--- src/rtl/key_filter_bank_if.sv ---
// key_filter_bank_if: raw key pins, filtered key outputs and the priority-encoded event port
interface key_filter_bank_if #(parameter int CHANNELS = 16);
  localparam int IW = (CHANNELS > 1) ? $clog2(CHANNELS) : 1;
  logic [CHANNELS-1:0] key_in;
  logic [CHANNELS-1:0] key_level;
  logic [CHANNELS-1:0] key_press;
  logic [CHANNELS-1:0] key_release;
  logic [CHANNELS-1:0] key_long;
  logic evt_valid;
  logic [IW-1:0] evt_id;
  logic evt_repeat;
  modport master (output key_in, input key_level, key_press, key_release, key_long, evt_valid, evt_id, evt_repeat);
  modport slave (input key_in, output key_level, key_press, key_release, key_long, evt_valid, evt_id, evt_repeat);
endinterface

--- src/rtl/key_filter_bank.sv ---
// key_filter_bank: multi-channel key synchroniser/debouncer with long-press, auto-repeat and event encoder
module key_filter_bank #(
  parameter int CHANNELS = 16,
  parameter int TICK_DIV = 50000,
  parameter int DEBOUNCE_TICKS = 20,
  parameter int LONG_TICKS = 1000,
  parameter int REPEAT_TICKS = 200,
  parameter logic [CHANNELS-1:0] INVERT_MASK = '0,
  parameter logic [CHANNELS-1:0] REPEAT_MASK = '0
) (
  input logic sys_clk,
  input logic sys_rst,
  key_filter_bank_if.slave k
);
  localparam int IW = (CHANNELS > 1) ? $clog2(CHANNELS) : 1;
  localparam int PW = $clog2(TICK_DIV);
  localparam int DW = (DEBOUNCE_TICKS > 1) ? $clog2(DEBOUNCE_TICKS) : 1;
  localparam int HW = (LONG_TICKS > 1) ? $clog2(LONG_TICKS) : 1;
  localparam int RW = (REPEAT_TICKS > 1) ? $clog2(REPEAT_TICKS) : 1;
  typedef enum logic [1:0] {IDLE, HELD, REPEAT} hold_t;
  logic [PW-1:0] pcnt;
  logic tick;
  logic [CHANNELS-1:0] s1, s2, raw_s, stable, long_done;
  logic [CHANNELS-1:0] flip, rise, fall, lng, rpt, prs;
  logic [DW-1:0] dcnt [CHANNELS];
  logic [HW-1:0] hcnt [CHANNELS];
  logic [RW-1:0] rcnt [CHANNELS];
  hold_t st [CHANNELS];
  logic [IW-1:0] id_nx;
  logic rep_nx;
  assign tick = pcnt == PW'(TICK_DIV - 1);
  assign raw_s = s2 ^ INVERT_MASK;
  assign k.key_level = stable;
  // a release on the same tick as a long/repeat compare wins, so no stray pulse follows it
  always_comb begin
    flip = '0;
    rise = '0;
    fall = '0;
    lng = '0;
    rpt = '0;
    for (int c = 0; c < CHANNELS; c++) begin
      flip[c] = tick && (raw_s[c] != stable[c]) && (dcnt[c] == DW'(DEBOUNCE_TICKS - 1));
      rise[c] = flip[c] && !stable[c];
      fall[c] = flip[c] && stable[c];
      lng[c] = tick && st[c] == HELD && !long_done[c] && hcnt[c] == HW'(LONG_TICKS - 1) && !fall[c];
      rpt[c] = tick && st[c] == REPEAT && rcnt[c] == RW'(REPEAT_TICKS - 1) && !fall[c];
    end
    prs = rise | rpt;
    id_nx = '0;
    rep_nx = 1'b0;
    for (int c = CHANNELS - 1; c >= 0; c--) begin
      id_nx = prs[c] ? IW'(c) : id_nx;
      rep_nx = prs[c] ? rpt[c] : rep_nx;
    end
  end
  always_ff @(posedge sys_clk or posedge sys_rst) begin
    if (sys_rst) begin
      pcnt <= '0;
      s1 <= '0;
      s2 <= '0;
      stable <= '0;
      long_done <= '0;
      k.key_press <= '0;
      k.key_release <= '0;
      k.key_long <= '0;
      k.evt_valid <= 1'b0;
      k.evt_id <= '0;
      k.evt_repeat <= 1'b0;
      for (int c = 0; c < CHANNELS; c++) begin
        dcnt[c] <= '0;
        hcnt[c] <= '0;
        rcnt[c] <= '0;
        st[c] <= IDLE;
      end
    end else begin
      pcnt <= tick ? '0 : pcnt + 1'b1;
      s1 <= k.key_in;
      s2 <= s1;
      stable <= stable ^ flip;
      for (int c = 0; c < CHANNELS; c++) begin
        dcnt[c] <= (raw_s[c] == stable[c] || flip[c]) ? '0 : tick ? dcnt[c] + 1'b1 : dcnt[c];
        if (flip[c]) begin
          st[c] <= rise[c] ? HELD : IDLE;
          hcnt[c] <= '0;
          rcnt[c] <= '0;
          long_done[c] <= 1'b0;
        end else if (tick && st[c] == HELD && !long_done[c]) begin
          if (lng[c]) begin
            long_done[c] <= 1'b1;
            st[c] <= REPEAT_MASK[c] ? REPEAT : HELD;
          end else begin
            hcnt[c] <= hcnt[c] + 1'b1;
          end
        end else if (tick && st[c] == REPEAT) begin
          rcnt[c] <= rpt[c] ? '0 : rcnt[c] + 1'b1;
        end
      end
      k.key_press <= prs;
      k.key_release <= fall;
      k.key_long <= lng;
      k.evt_valid <= |prs;
      k.evt_id <= id_nx;
      k.evt_repeat <= rep_nx;
    end
  end
endmodule

--- src/flat_wrapper.sv ---
// flat-port wrapper written by rule: the top's interface ports become plain ports
module key_filter_bank_flat 
#(
  parameter int CHANNELS = 16,
  parameter int TICK_DIV = 50000,
  parameter int DEBOUNCE_TICKS = 20,
  parameter int LONG_TICKS = 1000,
  parameter int REPEAT_TICKS = 200,
  parameter logic [CHANNELS-1:0] INVERT_MASK = '0,
  parameter logic [CHANNELS-1:0] REPEAT_MASK = '0
)
  (sys_clk, sys_rst, k_key_in, k_key_level, k_key_press, k_key_release, k_key_long, k_evt_valid, k_evt_id, k_evt_repeat);
  key_filter_bank_if #(.CHANNELS(CHANNELS)) k_i ();
  input logic sys_clk;
  input logic sys_rst;
  input wire logic [$bits(k_i.key_in)-1:0] k_key_in;
  output wire logic [$bits(k_i.key_level)-1:0] k_key_level;
  output wire logic [$bits(k_i.key_press)-1:0] k_key_press;
  output wire logic [$bits(k_i.key_release)-1:0] k_key_release;
  output wire logic [$bits(k_i.key_long)-1:0] k_key_long;
  output wire logic [$bits(k_i.evt_valid)-1:0] k_evt_valid;
  output wire logic [$bits(k_i.evt_id)-1:0] k_evt_id;
  output wire logic [$bits(k_i.evt_repeat)-1:0] k_evt_repeat;
  assign k_i.key_in = k_key_in;
  assign k_key_level = k_i.key_level;
  assign k_key_press = k_i.key_press;
  assign k_key_release = k_i.key_release;
  assign k_key_long = k_i.key_long;
  assign k_evt_valid = k_i.evt_valid;
  assign k_evt_id = k_i.evt_id;
  assign k_evt_repeat = k_i.evt_repeat;
  key_filter_bank #(.CHANNELS(CHANNELS), .TICK_DIV(TICK_DIV), .DEBOUNCE_TICKS(DEBOUNCE_TICKS), .LONG_TICKS(LONG_TICKS), .REPEAT_TICKS(REPEAT_TICKS), .INVERT_MASK(INVERT_MASK), .REPEAT_MASK(REPEAT_MASK)) u_core (.sys_clk(sys_clk), .sys_rst(sys_rst), .k(k_i));
endmodule
--- config.mk ---
export PLATFORM = sky130hd
export DESIGN_NAME = key_filter_bank_flat
export DESIGN_NICKNAME = d
export VERILOG_FILES = /design/src/rtl/key_filter_bank_if.sv /design/src/rtl/key_filter_bank.sv /design/src/flat_wrapper.sv
export SDC_FILE = /design/constraint.sdc
export NUM_CORES = 1
export LEC_CHECK = 0
export BUFFER_PORTS_ARGS = -buffer_cell sky130_fd_sc_hd__buf_2
export CORE_AREA = 2 2 149 209
export CTS_CLUSTER_SIZE = 25
export DETAILED_ROUTE_END_ITERATION = 7
export DIE_AREA = 0 0 151 211
export GPL_TIMING_DRIVEN = 1
export PLACE_DENSITY = 0.84
export SYNTH_ARGS = -nofsm -noshare
export SYNTH_HDL_FRONTEND = slang
export SYNTH_SLANG_ARGS = --single-unit
--- constraint.sdc ---
create_clock -name sys_clk -period 13.8 [get_ports sys_clk]
set_input_delay 0.69 -clock sys_clk [delete_from_list [all_inputs] [get_ports sys_clk]]
set_output_delay 0.69 -clock sys_clk [all_outputs]
set_load 0.03 [all_outputs]
---- Yosys cells after proc, flatten, opt, wreduce, memory -nomap -nowiden ----
Index checks and enable logic that the tools add are counted.
word-level totals
  bits in writable memories ............... 0
  register bits ........................... 534
  latch bits .............................. 0
  input bits .............................. 18
  memories ................................ 0
  output and inout bits ................... 70
  bits in read-only memories .............. 0
operators by class
  multipliers ............................. 0
  shifts and indexed selects .............. 0
  div/mod/pow operators ................... 0
  magnitude comparators ................... 0
  reduce and logical (&&, ||, !) cells .... 353
  mux-type cells .......................... 289
  bitwise operators ....................... 2
  eq/ne operators ......................... 145
  $add $sub $neg .......................... 49
operator list
  kind                                                                    number
  8-bit two-way mux                                                       64
  10-bit two-way mux                                                      48
  1-bit logical AND                                                       176
  10-bit by 1-bit adder with 10-bit output (second input constant)        16
  10-bit equality test (second input constant)                            16
  5-bit two-way mux                                                       32
  8-bit by 1-bit adder with 8-bit output (second input constant)          16
  8-bit equality test (second input constant)                             16
  2-bit nonzero test                                                      64
  2-bit two-way mux                                                       48
  2-bit AND reduction                                                     48
  5-bit by 1-bit adder with 5-bit output (second input constant)          16
  5-bit equality test (second input constant)                             16
  1-bit two-way mux                                                       80
  4-bit two-way mux                                                       16
  2-bit by 1-bit != test with 1-bit output (second input constant)        32
  1-bit logical NOT                                                       48
  2-bit by 1-bit equality test with 1-bit output (second input constant)  16
  2-bit equality test (second input constant)                             16
  16-bit by 1-bit adder with 16-bit output (second input constant)        1
  1-bit equality test                                                     16
  16-bit equality test (second input constant)                            1
  1-bit logical OR                                                        16
  16-bit two-way mux                                                      1
  other kinds (4)                                                         19

---- Longest topological paths before layout ----
  depth in word-level cells ............... 23
  mapped depth ............................ 13

---- Worst setup path after synthesis ----
No wires, ideal clock.
  path type ............................... register -> register
  from .................................... register u_core.pcnt[0]
  to ...................................... register u_core.st[30] (netlist name)
  data required time ...................... 13.676 ns
  data arrival time ....................... 3.278 ns
  buffers on the path ..................... 2
  slack ................................... 10.398 ns
  stages on the path, launching flop included .. 13
  clock period less this slack ............ 3.402 ns
  path through ............................ dfrtp_1 ha_1 and3_1 nand4_1 clkbuf_1 nor3b_1 clkbuf_1 ha_1 or4b_2 or3_1 nor4_1 nor2_1 mux2i_1
between the ends
  longest elaborated chain between the ends .. 8
RTL lines
  what                                  RTL line               source
  start, declared                       key_filter_bank.sv:21  logic [PW-1:0] pcnt;
  start signal, assigned                key_filter_bank.sv:76  pcnt <= tick ? '0 : pcnt + 1'b1;
  16-bit equality test                  key_filter_bank.sv:31  assign tick = pcnt == PW'(TICK_DIV - 1);
  1-bit logical AND (2 in a row)        key_filter_bank.sv:42  flip[c] = tick && (raw_s[c] != stable[c]) && (dcnt[c] == DW'(DEBOUNCE_TICKS - 1));
  1-bit logical AND                     key_filter_bank.sv:44  fall[c] = flip[c] && stable[c];
  named net u_core.fall[0]              key_filter_bank.sv:24  logic [CHANNELS-1:0] flip, rise, fall, lng, rpt, prs;
  1-bit logical NOT                     key_filter_bank.sv:45  lng[c] = tick && st[c] == HELD && !long_done[c] && hcnt[c] == HW'(LONG_TICKS - 1) && !fall[c];
  1-bit logical AND                     key_filter_bank.sv:45
  named net u_core.lng[0]               key_filter_bank.sv:24
  2-bit nonzero test (no source line)   n/a
  2-bit AND reduction (no source line)  n/a
  end signal, assigned by index         key_filter_bank.sv:83  st[c] <= rise[c] ? HELD : IDLE;
  end signal, assigned by index         key_filter_bank.sv:90  st[c] <= REPEAT_MASK[c] ? REPEAT : HELD;
  end, declared                         key_filter_bank.sv:28  hold_t st [CHANNELS];
The timed path passes the listed nets, and every way through them passes these cells.
A chain may end at the register's enable or synchronous reset.

---- Worst setup path after layout ----
  from .................................... register u_core.pcnt[7]
  to ...................................... register u_core.hcnt[35] (netlist name)
between the ends
  longest elaborated chain between the ends .. 8
RTL lines
  what                                                       RTL line               source
  16-bit equality test                                       key_filter_bank.sv:31
  1-bit logical AND (2 in a row)                             key_filter_bank.sv:42
  1-bit logical AND                                          key_filter_bank.sv:44
  named net u_core.fall[12]                                  key_filter_bank.sv:24
  1-bit logical NOT                                          key_filter_bank.sv:45
  1-bit logical AND                                          key_filter_bank.sv:45
  2-bit by 1-bit != test with 1-bit output (no source line)  n/a
  2-bit AND reduction (no source line)                       n/a
  end signal, assigned by index                              key_filter_bank.sv:92  hcnt[c] <= hcnt[c] + 1'b1;
  end, declared                                              key_filter_bank.sv:26  logic [HW-1:0] hcnt [CHANNELS];
The timed path passes the listed nets, and every way through them passes these cells.

==> metrics.csv <==
stage;metric;value;unit
status;outcome;finished, final reports clean;
timing;finClkSkew;23.2;ps
routing;drc;0;
finish;nNetsFinal;1954;
clock_network;cts_setup_buffers;0;
setup_path;path_max_fanout;58;
setup_path;path_class;flop to flop;
grt;grtUsageMet3;3.67;%
clock_network;cts_tree;yes;
timing;slew_violations;0;
clock_network;cts_root_buffer;clkbuf_16;
run;cap_violations;0;
clock_network;cts_hold_buf;0;
clock_network;clk_latency;540;ps
pwr;total_power;2.31;mW
grt;grt_first_pass_wirelength;63.5;mm
setup_path;crit_chain;or4b_1 > nor4_4 > buf_4 > and4_1 > ha_1 > nand4b_1 > or4_1 > nand4_1 > or3_1 > a21oi_1;
synth;syn_area;0.0184;mm²
setup_path;cp.arrival;4490;ps
routing;drt_first_pass_iters;6;
finish;antenna_cells;0;
timing;period_share;29.3;%
grt;met2_usage;43.8;%
routing;vias;13500;
setup_path;crit_path_end_kind;flop;
setup_path;slowest_stage;and4_1;
timing;finalSetupTns;0;ps
synth;synth-edff-count;0;
synth;synth_ff_type;dfrtp_1;
setup_path;cpPeakStageDelay;720;ps
timing;slew_headroom;28.9;%
timing;setup-violations-final;0;
setup_path;worstPathRequired;14250;ps
die;die_area;0.0319;mm²
routing;vias_per_cell;5.96;
grt;track_usage;24.3;%
synth;yosys_warnings;0;
grt;grt_overflow;0;
placement;gp_congestion;0.849;
clock_network;ctsResizeCount;0;
clock_network;numCtsBuffers;38;
pwr;p_per_area;113;mW/mm²
finish;layout_commonest_cell;dfrtp_1;
synth;synth_cells;1766;
die;core_area;0.0298;mm²
timing;max_freq;0.248;GHz
routing;first_iter_violations;821;
routing;routedWlPerCell;16.7;µm
timing;fin_crit;4040;ps
synth;yosysUniqueCellTypes;54;
finish;final_cell_mix;389 x dfrtp_1, 258 x nor2_1, 118 x nand2_1;
setup_path;cp_top_family;simple AND/OR/NAND/NOR gates;
finish;utilization;68.8;%
clock_network;htreeDepth;2;
clock_network;clock_sinks;389;
synth;syn_avg_cell_area;10.4;µm²
setup_path;crit_path_start_kind;flop;
timing;worst_slew_pin_slew;1070;ps
grt;grt_pass1_vias;13700;
routing;routed_wl;37.9;mm
pwr;peakVddDrop;0.115;mV
timing;hold_viol_final;0;
placement;io_buffers;86;
die;chipWidth;151;µm
grt;use_met1;29.7;%
pwr;leakage;9.96;nW
synth;yosysSeqAreaShare;53.0;%
setup_path;critPathBufInv;1;
synth;syn_nets;1866;
clock_network;cts_buffer_depth;3;
die;fp-row-count;75;
routing;antenna_left;0;
synth;synth_seq_cells;389;
grt;grt_max_degree;140;
finish;drive_gt1_share;9.46;%
die;die_y;211;µm
die;initial_utilization;61.6;%
grt;antenna_found_initial;0;
die;ios;88;
clock_network;clkTransAtPathRegs;70;ps
timing;rsz0062_at_grt;no;
min_path;hold_path.class;primary input to flop;
synth;ys_async_sr_fraction;100;%
placement;dp_hpwl;24.2;mm
finish;syn2layout_area_growth;11.7;%
grt;top_usage_layer;met2;
[flip-flops by register name, summed over array words and instances, names as in the netlist]
name and count:
u_core.s1 16, u_core.k.evt_id 4, u_core.st 16, u_core.dcnt 80, u_core.raw_s 16, u_core.k.key_long 16
u_core.pcnt 16, u_core.k.key_level 16, u_core.hcnt 160, u_core.k.evt_valid 1, u_core.k.key_press 16, u_core.k.key_release 16
u_core.long_done 16
[report_power, final]
part           leakage (nW)  switching, mW  internal, mW
Combinational          3.95         0.0274       0.00427
Clock                 0.664          0.439         0.695
Sequential             5.35        0.00178          1.14
[cell usage after synthesis (all sizes together), types with 4 or more instances]
cell type  number  area share [%]
a31oi          14            0.48
ha             82             5.6
o21ai          28            0.76
inv            59             1.2
a211oi          4            0.16
or4             8            0.33
nand4b          9            0.43
dfrtp         389              53
and3           26            0.88
nor2b          14            0.48
nand2b         16            0.54
nand3          62             1.7
nor3b           6            0.25
nor3           64             1.8
o21a            6            0.25
and2            9            0.31
xnor2          85             4.1
a21oi          52             1.4
a2bb2oi         8            0.38
and4           16            0.76
clkbuf         29            0.59
nand3b         32             1.3
xor2           93             4.4
nor4bb          8            0.44
nor4b          12            0.57
nand2         118             2.4
buf            23            0.72
or3            33             1.1
mux2i          43             2.3
nor2          258             5.3
or4b            4            0.22
or4bb           6            0.37
nor4           47             1.7
nand4          84             2.9
[path summary, 6_finish.rpt]
kind                                     start               end  depth (start not counted)  slack (ps)
worst max-delay path            u_core.pcnt[7]   u_core.hcnt[35]                         10        9760
worst min-delay path              k_key_in[12]     u_core.s1[12]                          1         260
worst max register to register  u_core.pcnt[7]   u_core.hcnt[35]                         10        9760
worst min register to register    u_core.s1[8]   u_core.raw_s[8]                          0         350
max in group asynchronous              sys_rst   u_core.hcnt[56]                          3       11750
min in group asynchronous              sys_rst  u_core.hcnt[156]                          2         390
[metal layers]
| metal | wire length (µm) | vias up |
|---|---|---|
| met1 | 15400 | 6752 |
| li1 | - | 6362 |
| met5 | 0 | - |
| met4 | 1060 | 0 |
| met2 | 19800 | 309 |
| met3 | 1730 | 73 |
[worst reg2reg max path, stage by stage, from the launching register on]
cell      delay (ps)
dfrtp_1          420
or4b_1           600
nor4_4           310
buf_4            580
and4_1           760
ha_1             290
nand4b_1         110
or4_1            170
nand4_1          160
or3_1            410
a21oi_1          140
[kinds of logic after synthesis]
family	after synthesis	synth area share (%)
xor+xnor	178	8.48
other cells	1	0.0204
flops	389	53.0
fa+ha+maj	82	5.58
simple gates	839	24.1
compound gates	121	3.86
mux	45	2.46
buf+inv	111	2.52
[layout make-up]
cell class              count  area [µm²]
inverters                  59         229
multi-input cells        1266        8190
clock inverters            18         302
fillers                  2156        9310
well taps                 385         482
flip-flops and latches    389        9730
clock buffers              49        1060
repair buffers            100         536
[metrics by stage]
| stage | std cells | hold WS [ps] | area, µm² | setup WS (ps) |
|---|---|---|---|---|
| after floorplan | 1766 | 331 | 18400 | 2300 |
| after global placement | 2199 | 332 | 19200 | 9910 |
| after detailed placement | 2199 | 335 | 19200 | 9810 |
| after CTS | 2266 | 237 | 20500 | 9810 |
| after global routing | 2266 | 248 | 20500 | 9550 |
| final | 2266 | 258 | 20500 | 9760 |
No activity file was read; power rests on OpenSTA's default activity.
